<file path="config.mk">
export PLATFORM = sky130hd
export DESIGN_NAME = tacho_multi_flat
export DESIGN_NICKNAME = d
export VERILOG_FILES = /design/src/rtl/tacho_pkg.sv /design/src/rtl/tacho_multi_if.sv /design/src/rtl/tacho_channel.sv /design/src/rtl/tacho_multi.sv /design/src/flat_wrapper.sv
export SDC_FILE = /design/constraint.sdc
export NUM_CORES = 1
export LEC_CHECK = 0
export CAP_MARGIN = 20
export CORE_MARGIN = 4
export CORE_UTILIZATION = 42
export CTS_BUF_LIST = sky130_fd_sc_hd__clkbuf_2
export CTS_CLUSTER_SIZE = 14
export DETAILED_ROUTE_END_ITERATION = 10
export PLACE_DENSITY = 0.62
export SKIP_CTS_REPAIR_TIMING = 1
export SYNTH_ARGS = -nofsm -noshare
export SYNTH_HDL_FRONTEND = slang
export SYNTH_HIERARCHICAL = 1
export SYNTH_SLANG_ARGS = --single-unit
</file>
<file path="constraint.sdc">
create_clock -name clk -period 2.3 [get_ports clk]
set_clock_uncertainty 0.1 [all_clocks]
set_input_delay 0.345 -clock clk [delete_from_list [all_inputs] [get_ports clk]]
set_output_delay 0.345 -clock clk [all_outputs]
set_load 0.02 [all_outputs]
</file>
<file path="src/rtl/tacho_pkg.sv">
// ============================================================================
// Module : tacho_pkg
// Brief  : Register map, CTRL field layout and readout encoding for the
//          multi-channel tachometer.
// Rev    : 1.0  initial release
// ============================================================================
`default_nettype none

package tacho_pkg;

  localparam int c_ctrl_ofs     = 0;
  localparam int c_val0_ofs     = 1;

  localparam int c_gate_sel_lsb = 0;
  localparam int c_gate_sel_w   = 2;
  localparam int c_edge_sel_bit = 2;
  localparam int c_ch_en_lsb    = 4;

  function automatic int ovf_ofs(input int num_ch);
    return num_ch + 1;
  endfunction

  // Three-range encoding: exact below 128, coarse (shifted) up to 128<<shift,
  // saturated above that.
  function automatic logic [7:0] encode_val(input logic [15:0] c, input int shift);
    logic [31:0] cw;
    logic [31:0] sh;
    cw = {16'd0, c};
    sh = cw >> shift;
    if (cw < 32'd128) begin
      return {1'b0, c[6:0]};
    end else if (cw < (32'd128 << shift)) begin
      return {1'b1, sh[6:0]};
    end else begin
      return 8'hFF;
    end
  endfunction

endpackage

`default_nettype wire

</file>
<file path="src/rtl/tacho_multi_if.sv">
// ============================================================================
// Module : tacho_multi_if
// Brief  : Shared 5-bit address / 8-bit data CSR bus.
// Rev    : 1.0  initial release
// ============================================================================
`default_nettype none

interface tacho_multi_if;
  logic [4:0] csr_a;
  logic [7:0] csr_di;
  logic       csr_we;
  logic [7:0] csr_do;

  modport master (output csr_a, output csr_di, output csr_we, input  csr_do);
  modport slave  (input  csr_a, input  csr_di, input  csr_we, output csr_do);
endinterface

`default_nettype wire

</file>
<file path="src/rtl/tacho_channel.sv">
// ============================================================================
// Module : tacho_channel
// Brief  : One tacho input: synchroniser, optional glitch filter
//          (TACHO_FILTER_EN), edge select, saturating counter, capture.
// Rev    : 1.0  initial release
// ============================================================================
`default_nettype none

module tacho_channel #(
  parameter int CNT_WIDTH  = 10,
  parameter int FILTER_LEN = 4
) (
  input  wire logic                 clk,
  input  wire logic                 rst_n,
  input  wire logic                 tacho_i,
  input  wire logic                 en_i,
  input  wire logic                 edge_sel_i,
  input  wire logic                 gate_i,
  input  wire logic                 clr_i,
  output logic [CNT_WIDTH-1:0]      cap_o,
  output logic                      ovf_set_o
);

  localparam logic [CNT_WIDTH-1:0] c_cnt_max = '1;

  logic                 sync1_q, sync2_q, prev_q;
  logic                 w_filt;
  logic                 w_edge;
  logic [CNT_WIDTH-1:0] cnt_q, cnt_d;
  logic [CNT_WIDTH-1:0] cap_q, cap_d;

`ifdef TACHO_FILTER_EN
  localparam int c_fw = (FILTER_LEN > 1) ? $clog2(FILTER_LEN) : 1;

  logic            filt_q;
  logic [c_fw-1:0] stab_q;

  // Output follows the synchronised input only after FILTER_LEN differing samples in a row.
  always_ff @(posedge clk or negedge rst_n) begin
    if (!rst_n) begin
      filt_q <= 1'b0;
      stab_q <= '0;
    end else if (sync2_q == filt_q) begin
      stab_q <= '0;
    end else if (stab_q == c_fw'(FILTER_LEN - 1)) begin
      filt_q <= sync2_q;
      stab_q <= '0;
    end else begin
      stab_q <= stab_q + 1'b1;
    end
  end

  assign w_filt = filt_q;
`else
  assign w_filt = sync2_q;
`endif

  assign w_edge    = edge_sel_i ? (prev_q & ~w_filt) : (w_filt & ~prev_q);
  assign ovf_set_o = en_i & w_edge & (cnt_q == c_cnt_max);
  assign cap_o     = cap_q;

  always_comb begin
    cnt_d = cnt_q;
    cap_d = cap_q;
    if (gate_i) begin
      cap_d = cnt_q;
    end
    if (clr_i || !en_i) begin
      cnt_d = '0;
    end else if (gate_i) begin
      cnt_d = w_edge ? CNT_WIDTH'(1) : '0;
    end else if (w_edge && (cnt_q != c_cnt_max)) begin
      cnt_d = cnt_q + 1'b1;
    end
  end

  always_ff @(posedge clk or negedge rst_n) begin
    if (!rst_n) begin
      sync1_q <= 1'b0;
      sync2_q <= 1'b0;
      prev_q  <= 1'b0;
      cnt_q   <= '0;
      cap_q   <= '0;
    end else begin
      sync1_q <= tacho_i;
      sync2_q <= sync1_q;
      prev_q  <= w_filt;
      cnt_q   <= cnt_d;
      cap_q   <= cap_d;
    end
  end

endmodule

`default_nettype wire

</file>
<file path="src/rtl/tacho_multi.sv">
// ============================================================================
// Module : tacho_multi
// Brief  : Multi-channel fan tachometer on the CSR bus. Optional input glitch
//          filter enabled with TACHO_FILTER_EN.
// Rev    : 1.0  initial release
// ============================================================================
`default_nettype none

module tacho_multi
  import tacho_pkg::*;
#(
  parameter logic [4:0] BASE_ADDR   = 5'h0,
  parameter int         NUM_CH      = 2,
  parameter int         CNT_WIDTH   = 10,
  parameter int         SCALE_SHIFT = 3,
  parameter int         FILTER_LEN  = 4
) (
  input  wire logic              clk,
  input  wire logic              rst_n,
  tacho_multi_if.slave           bus,
  input  wire logic              ce_1hz,
  input  wire logic [NUM_CH-1:0] tacho_in
);

  localparam logic [4:0] c_addr_ctrl = BASE_ADDR + 5'(c_ctrl_ofs);
  localparam logic [4:0] c_addr_ovf  = BASE_ADDR + 5'(ovf_ofs(NUM_CH));

  logic [1:0]        gate_sel_q;
  logic              edge_sel_q;
  logic [NUM_CH-1:0] ch_en_q;
  logic [2:0]        div_q, div_d;
  logic [NUM_CH-1:0] ovf_q, ovf_d;

  logic              w_ctrl_we;
  logic              w_ovf_we;
  logic              w_gate;
  logic [2:0]        w_div_last;
  logic [NUM_CH-1:0] w_ovf_set;
  logic [NUM_CH-1:0] w_ovf_clr;
  logic [7:0]        w_ctrl_img;
  logic [7:0]        w_rdata;
  logic              w_unused_di;

  logic [CNT_WIDTH-1:0] w_cap [NUM_CH];
  logic [7:0]           w_val [NUM_CH];

  assign w_ctrl_we   = bus.csr_we && (bus.csr_a == c_addr_ctrl);
  assign w_ovf_we    = bus.csr_we && (bus.csr_a == c_addr_ovf);
  assign w_unused_di = ^bus.csr_di;

  // Divider terminal count is 2^gate_sel - 1; the 3-bit wrap yields 7 for gate_sel=3.
  assign w_div_last = (3'b001 << gate_sel_q) - 3'b001;
  assign w_gate     = ce_1hz && (div_q == w_div_last);

  always_comb begin
    div_d = div_q;
    if (w_ctrl_we || w_gate) begin
      div_d = '0;
    end else if (ce_1hz) begin
      div_d = div_q + 3'b001;
    end
  end

  assign w_ovf_clr = w_ovf_we ? bus.csr_di[NUM_CH-1:0] : '0;
  assign ovf_d     = (ovf_q & ~w_ovf_clr) | w_ovf_set;

  always_ff @(posedge clk or negedge rst_n) begin
    if (!rst_n) begin
      gate_sel_q <= '0;
      edge_sel_q <= 1'b0;
      ch_en_q    <= '0;
      div_q      <= '0;
      ovf_q      <= '0;
    end else begin
      if (w_ctrl_we) begin
        gate_sel_q <= bus.csr_di[c_gate_sel_lsb +: c_gate_sel_w];
        edge_sel_q <= bus.csr_di[c_edge_sel_bit];
        ch_en_q    <= bus.csr_di[c_ch_en_lsb +: NUM_CH];
      end
      div_q <= div_d;
      ovf_q <= ovf_d;
    end
  end

  for (genvar i = 0; i < NUM_CH; i++) begin : g_ch
    tacho_channel #(
      .CNT_WIDTH  (CNT_WIDTH),
      .FILTER_LEN (FILTER_LEN)
    ) u_ch (
      .clk        (clk),
      .rst_n      (rst_n),
      .tacho_i    (tacho_in[i]),
      .en_i       (ch_en_q[i]),
      .edge_sel_i (edge_sel_q),
      .gate_i     (w_gate),
      .clr_i      (w_ctrl_we),
      .cap_o      (w_cap[i]),
      .ovf_set_o  (w_ovf_set[i])
    );
    assign w_val[i] = encode_val(16'(w_cap[i]), SCALE_SHIFT);
  end

  always_comb begin
    w_ctrl_img                                 = '0;
    w_ctrl_img[c_gate_sel_lsb +: c_gate_sel_w] = gate_sel_q;
    w_ctrl_img[c_edge_sel_bit]                 = edge_sel_q;
    w_ctrl_img[c_ch_en_lsb +: NUM_CH]          = ch_en_q;
  end

  always_comb begin
    w_rdata = '0;
    if (bus.csr_a == c_addr_ctrl) begin
      w_rdata = w_ctrl_img;
    end
    for (int i = 0; i < NUM_CH; i++) begin
      if (bus.csr_a == BASE_ADDR + 5'(c_val0_ofs + i)) begin
        w_rdata = w_val[i];
      end
    end
    if (bus.csr_a == c_addr_ovf) begin
      w_rdata[NUM_CH-1:0] = ovf_q;
    end
  end

  assign bus.csr_do = w_rdata;

endmodule

`default_nettype wire

</file>
<file path="src/flat_wrapper.sv">
// flat-port wrapper written by rule: the top's interface ports become plain ports
module tacho_multi_flat import tacho_pkg::*;
#(
  parameter logic [4:0] BASE_ADDR   = 5'h0,
  parameter int         NUM_CH      = 2,
  parameter int         CNT_WIDTH   = 10,
  parameter int         SCALE_SHIFT = 3,
  parameter int         FILTER_LEN  = 4
)
  (clk, rst_n, ce_1hz, tacho_in, bus_csr_a, bus_csr_di, bus_csr_we, bus_csr_do);
  tacho_multi_if bus_i ();
  input  wire logic clk;
  input  wire logic rst_n;
  input  wire logic ce_1hz;
  input  wire logic [NUM_CH-1:0] tacho_in;
  input wire logic [$bits(bus_i.csr_a)-1:0] bus_csr_a;
  input wire logic [$bits(bus_i.csr_di)-1:0] bus_csr_di;
  input wire logic [$bits(bus_i.csr_we)-1:0] bus_csr_we;
  output wire logic [$bits(bus_i.csr_do)-1:0] bus_csr_do;
  assign bus_i.csr_a = bus_csr_a;
  assign bus_i.csr_di = bus_csr_di;
  assign bus_i.csr_we = bus_csr_we;
  assign bus_csr_do = bus_i.csr_do;
  tacho_multi #(.BASE_ADDR(BASE_ADDR), .NUM_CH(NUM_CH), .CNT_WIDTH(CNT_WIDTH), .SCALE_SHIFT(SCALE_SHIFT), .FILTER_LEN(FILTER_LEN)) u_core (.clk(clk), .rst_n(rst_n), .bus(bus_i), .ce_1hz(ce_1hz), .tacho_in(tacho_in));
endmodule
</file>
Yosys cells after proc, flatten, opt, wreduce, memory -nomap -nowiden
Index checks and enable logic that the tools add are counted.
{"block": "totals", "ff_bits": 56, "in_bits": 19, "out_inout_bits": 8, "word_cells": 78}
{"block": "op_classes", "n_addsub": 4, "n_lt_le_gt_ge": 2, "n_eq_ne": 8, "shift": 1, "mux": 19, "n_bitwise": 15, "n_reduce_logical": 14}
{"cell": "2-to-1 mux 10 bit", "n": 6}
{"cell": "2-to-1 mux 8 bit", "n": 4}
{"cell": "adder 10 x 1 -> 10 bit (second input constant)", "n": 2}
{"cell": "equality test 10 bit (second input constant)", "n": 2}
{"cell": "< comparator 10 x 8 -> 1 bit (second input constant)", "n": 2}
{"cell": "!= test 10 bit (second input constant)", "n": 2}
{"cell": "equality test 5 x 2 -> 1 bit (second input constant)", "n": 2}
{"cell": "AND 1 bit", "n": 8}
{"cell": "2-to-1 mux 3 bit", "n": 2}
{"cell": "2-to-1 mux 6 bit", "n": 1}
{"cell": "nonzero test 3 bit", "n": 2}
{"cell": "equality test 5 x 1 -> 1 bit (second input constant)", "n": 1}
{"cell": "logical AND 1 bit", "n": 5}
{"cell": "zero test 5 bit", "n": 1}
{"cell": "2-to-1 mux 1 bit", "n": 4}
{"cell": "2-to-1 mux 2 bit", "n": 2}
{"cell": "inverter 1 bit", "n": 4}
{"cell": "adder 3 x 1 -> 3 bit (second input constant)", "n": 1}
{"cell": "equality test 3 bit", "n": 1}
{"cell": "logical OR 1 bit", "n": 3}
{"cell": "left shift 1 x 2 -> 3 bit (first input constant)", "n": 1}
{"cell": "subtractor 3 x 1 -> 3 bit (second input constant)", "n": 1}
{"cell": "AND 2 bit", "n": 1}
{"cell": "zero test 1 bit", "n": 2}
{"cell": "3 further kinds", "n": 3}

Depth between registers and ports, before layout
{"block": "logic_depth", "word_depth": 7, "depth_mapped": 7, "mapped_depth_nobuf": 6}

Hierarchy
The synthesis kept the hierarchy.
{"module": "tacho_channel at u_core.g_ch[0].u_ch", "instances": 1, "cells_per_inst": 94, "area_each_um2": 1094.8, "seq_area_each_um2": 575.6}
{"module": "tacho_channel at u_core.g_ch[1].u_ch", "instances": 1, "cells_per_inst": 96, "area_each_um2": 1077.3, "seq_area_each_um2": 575.6}
{"module": "tacho_multi", "instances": 1, "cells_per_inst": 104, "area_each_um2": 927.1, "seq_area_each_um2": 250.2}

Least setup slack after synthesis
Ideal clock, no wire load.
{"block": "synth_path", "path_type": "reg-to-reg", "from": "reg u_core.gate_sel_q[0]", "to": "reg u_core.g_ch[1].u_ch.cap_q[0]", "setup_time_ps": 125, "arrival_time_ps": 2052, "required_time_ps": 2075, "slack_ps": 23, "stages_incl_launch_ff": 6, "n_path_buf": 1, "period_less_slack_ps": 2277, "path_cell_list": "dfrtp_1 > or4bb_1 > o22ai_1 > or2_2 > buf_1 > mux2_2"}
{"block": "synth_between", "elab_chain_len": 4}
{"item": "from (decl)", "line_no": "tacho_multi.sv:28", "source": "logic [1:0] gate_sel_q;"}
{"item": "from (signal assigned)", "line_no": "tacho_multi.sv:76", "source": "gate_sel_q <= bus.csr_di[c_gate_sel_lsb +: c_gate_sel_w];"}
{"item": "left shift 1 x 2 -> 3 bit", "line_no": "tacho_multi.sv:52", "source": "assign w_div_last = (3'b001 << gate_sel_q) - 3'b001;"}
{"item": "subtractor 3 x 1 -> 3 bit", "line_no": "tacho_multi.sv:52"}
{"item": "equality test 3 bit", "line_no": "tacho_multi.sv:53", "source": "assign w_gate = ce_1hz && (div_q == w_div_last);"}
{"item": "logical AND 1 bit", "line_no": "tacho_multi.sv:53"}
{"item": "via u_core.w_gate", "line_no": "tacho_multi.sv:36", "source": "logic w_gate;"}
{"item": "to (signal assigned)", "line_no": "tacho_channel.sv:89", "source": "cap_q <= cap_d;"}
{"item": "to (decl)", "line_no": "tacho_channel.sv:30", "source": "logic [CNT_WIDTH-1:0] cap_q, cap_d;"}
The timed path passes the listed nets, and every way through them passes these cells.
A chain may end at the register's enable or synchronous reset.

Worst setup path after layout
{"block": "layout_path", "from": "reg u_core.g_ch[1].u_ch.cap_q[7]", "to": "out bus_csr_do[0]"}
{"block": "layout_between", "elab_chain_len": 4}
{"item": "< comparator 10 x 8 -> 1 bit", "line_no": "tacho_pkg.sv:30", "source": "if (cw < 32'd128) begin"}
{"item": "2-to-1 mux 8 bit", "line_no": "tacho_pkg.sv:30"}
{"item": "2-to-1 mux 8 bit", "line_no": "tacho_multi.sv:116", "source": "if (bus.csr_a == BASE_ADDR + 5'(c_val0_ofs + i)) begin"}
{"item": "2-to-1 mux 2 bit", "line_no": "tacho_multi.sv:120", "source": "if (bus.csr_a == c_addr_ovf) begin"}
{"item": "to (decl)", "line_no": "flat_wrapper.sv:19", "source": "output wire logic [$bits(bus_i.csr_do)-1:0] bus_csr_do;"}
Every way passes these cells.

==> flow_summary.toml <==
[drt]
firstDrtPassIters = 4
first_iter_violations = 145
ant_nets = 0
routed-via-count = 2472
wl_microns = 7060
drc_errors = 0
viasPerCell = 5.62
avgRoutedWirePerCell_microns = 16.1

[synthesis]
synth_seq_area_share_pct = 45.2
synth_top_cell_area_share_pct = 45.2
synth_edf_count = 0
yosys_register_bits = 56
synthTopCellsByArea = "dfrtp_1 (45%), mux2_2 (9.1%), nor3b_1 (3.1%), a21oi_1 (1.9%), mux2i_1 (1.9%)"
ys_async_sr_fraction_pct = 100
synth.yosys.warnings = 6
ys.flop_type = "dfrtp_1"
synthesis.nets = 316
syn_avg_cell_area_sq_um = 10.5
synth_most_common_cell = "dfrtp_1"
yosys.area.top_type = "dfrtp_1"
synthCells = 294
yosys-top-cells-count = "dfrtp_1 (56), mux2_2 (25), nor2_1 (13), nor3b_1 (13)"
syn_area_sq_mm = 0.00310
ys_types = 64

[critical_path]
critical_path_arrival_ns = 1.90
cp.depth = 5
worstSetupEndpoint = "bus_csr_do[0]"
rr_endpoint = "u_core/g_ch[1].u_ch/cnt_q[9]"
worst_ep_required_time_ns = 1.86
path_max_fanout = 5
critical_path_class = "reg -> out"
slowest_stage = "dfrtp_2"
critPathCaptureType = "primary output"
r2r_slack_ns = 0.17
crit_chain = "buf_6, o31a_1, o211ai_1, a31oi_1, buf_4"
rr_worst_depth = 6
cp-startpoint = "u_core/g_ch[1].u_ch/cap_o[7]"
crit_family = "compound AO/OA/AOI/OAI gates"
max_stage_delay_ns = 0.52
reg2reg_from = "u_core/div_q[1]"
critPathBufInv = 2
worst_setup_path_start_kind = "register"

[power_and_ir_drop]
ir_drop_mv = 0.235
p_leak_nw = 1.60
p_per_area_mw_per_mm2 = 560

[die]
start_util_pct = 43.0
die_h_microns = 93.9
die_area_sq_mm = 0.00882
core_sq_mm = 0.00721
die_width_microns = 93.9
io-pin-count = 27
row_count = 31

[finish]
area_growth_pct = 20.3
stdcell_area_sq_mm = 0.00373
nets = 362
final_util_pct = 51.7
drive_gt1_share_pct = 28.2
fin_cells = 440
n_antenna_cell = 0

[timing]
fmax_mhz = 426
hold_violations = 0
layout_setup_ws_ns = -0.0482
slew_viol_final = 0
setup_viol = 2
min_period_ns = 2.35
max_slew_margin_pct = 52.4
period_share_pct = 102
worst_slew_pin_slew_ns = 0.715
rsz0062_at_grt = "true"

[global_routing]
grt_pass1_wl_microns = 11700
grt-ovfl-total = 0
antenna_found_initial = 0
grt_pass1_vias = 2375
grt_max_degree = 57
grt.total_usage_pct = 16.7

[job]
maxCapViolCount = 0

[clocking]
insertion_delay_ns = 0.43
ctsHtreeMaxLevel = 2
clk_path_buf_depth = 2
clock-root-buffer = "clkbuf_2"
clock-sinks = 56
numCtsBuffers = 5
path_clk_slew_ns = 0.27
cts_tree = "built"

[placed_design]
placed_area_sq_mm = 0.00358
portBuffers = 23
dp_hpwl_microns = 5020
dp.cells = 426
gp_congestion = 0.842

[worst_hold_path]
hp-class = "in -> reg"

[run_status]
violations = "setup timing"
outcome = "finished, violations left"
[worst min path at each step]
stage                                            from                            to  slack, ns  cells after the start
final                                     tacho_in[0]   u_core/g_ch[0].u_ch/sync1_q       0.19                      1
after global routing                      tacho_in[0]   u_core/g_ch[0].u_ch/sync1_q       0.13                      1
after detailed placement  u_core/g_ch[0].u_ch/sync1_q   u_core/g_ch[0].u_ch/sync2_q       0.24                      0
after floorplan                                 rst_n             u_core/ch_en_q[0]      -0.05                      0
after global placement    u_core/g_ch[1].u_ch/sync1_q   u_core/g_ch[1].u_ch/sync2_q       0.23                      0
after CTS                                       rst_n  u_core/g_ch[0].u_ch/cnt_q[5]       -0.1                      2
[layout make-up]
class                   count  area [sq um]
flip-flops and latches     56          1410
clock inverters             3          37.5
clock buffers               5          25.0
well taps                  99           124
inverters                   5          18.8
fillers                   665          3480
repair buffers             54           473
multi-input cells         218          1640
[sequential cells by signal, indices dropped and copies added, names as in the netlist]
signal and flops:
u_core/g_ch.u_ch/sync1_q 2, u_core/g_ch.u_ch/cap_o 20, u_core/edge_sel_q 1, u_core/div_q 3, u_core/g_ch.u_ch/sync2_q 2, u_core/g_ch.u_ch/prev_q 2
u_core/ch_en_q 2, u_core/ovf_q 2, u_core/g_ch.u_ch/cnt_q 20, u_core/gate_sel_q 2
[per-stage QoR]
step | setup WS (ns) | TNS [ns] | total power [mW] | hold slack, ns
2_1_floorplan | 0.0233 | 0 | 1.42 | -0.0506
3_3_place_gp | -0.353 | -10.43 | 1.61 | 0.231
3_5_place_dp | -0.362 | -11.02 | 1.63 | 0.239
4_1_cts | -0.528 | -3.33 | 2.12 | -0.0958
5_1_grt | -0.177 | -0.667 | 2.22 | 0.131
6_report | -0.0482 | -0.0492 | 2.09 | 0.195
[placed cells by master (no fill, tap or decap), drive strengths merged, types with 6 or more instances in the layout]
cell           instances
clkbuf                 6
buf                   36
and3                   6
clkdlybuf4s50         14
nand3                  7
nand2                 12
a211oi                 8
mux2i                  6
nor3b                 13
a21oi                 12
a31oi                  7
nor2                  13
mux2                  25
nor3                  12
dfrtp                 56
o21ai                 10
[cell families (layout without fill, tap and decap cells)]
group	Yosys count	after routing	share of synthesized area, %
AO/OA/AOI/OAI	71	71	16.0
flip-flops	56	56	45.2
buffers and inverters	20	67	2.95
AND/OR/NAND/NOR	111	111	23.1
XOR/XNOR	2	2	0.565
adder cells (fa/ha/maj)	3	3	1.21
multiplexers	31	31	11.0
[metal layers]
layer,global-route usage [%],wire length (microns),up-vias
met3,2.96,305,10
met5,0,0,-
met2,25.4,3180,56
met4,4.21,91,0
li1,-,-,1228
met1,24.7,3480,1178
[power breakdown]
group	leakage (nW)	total [mW]	switching [mW]	internal, mW
Combinational	0.814	0.486	0.238	0.248
Sequential	0.749	1.12	0.0712	1.05
Clock	0.0380	0.478	0.301	0.177
Total	1.60	2.09	0.611	1.48
No activity file was read; power rests on OpenSTA's default activity.
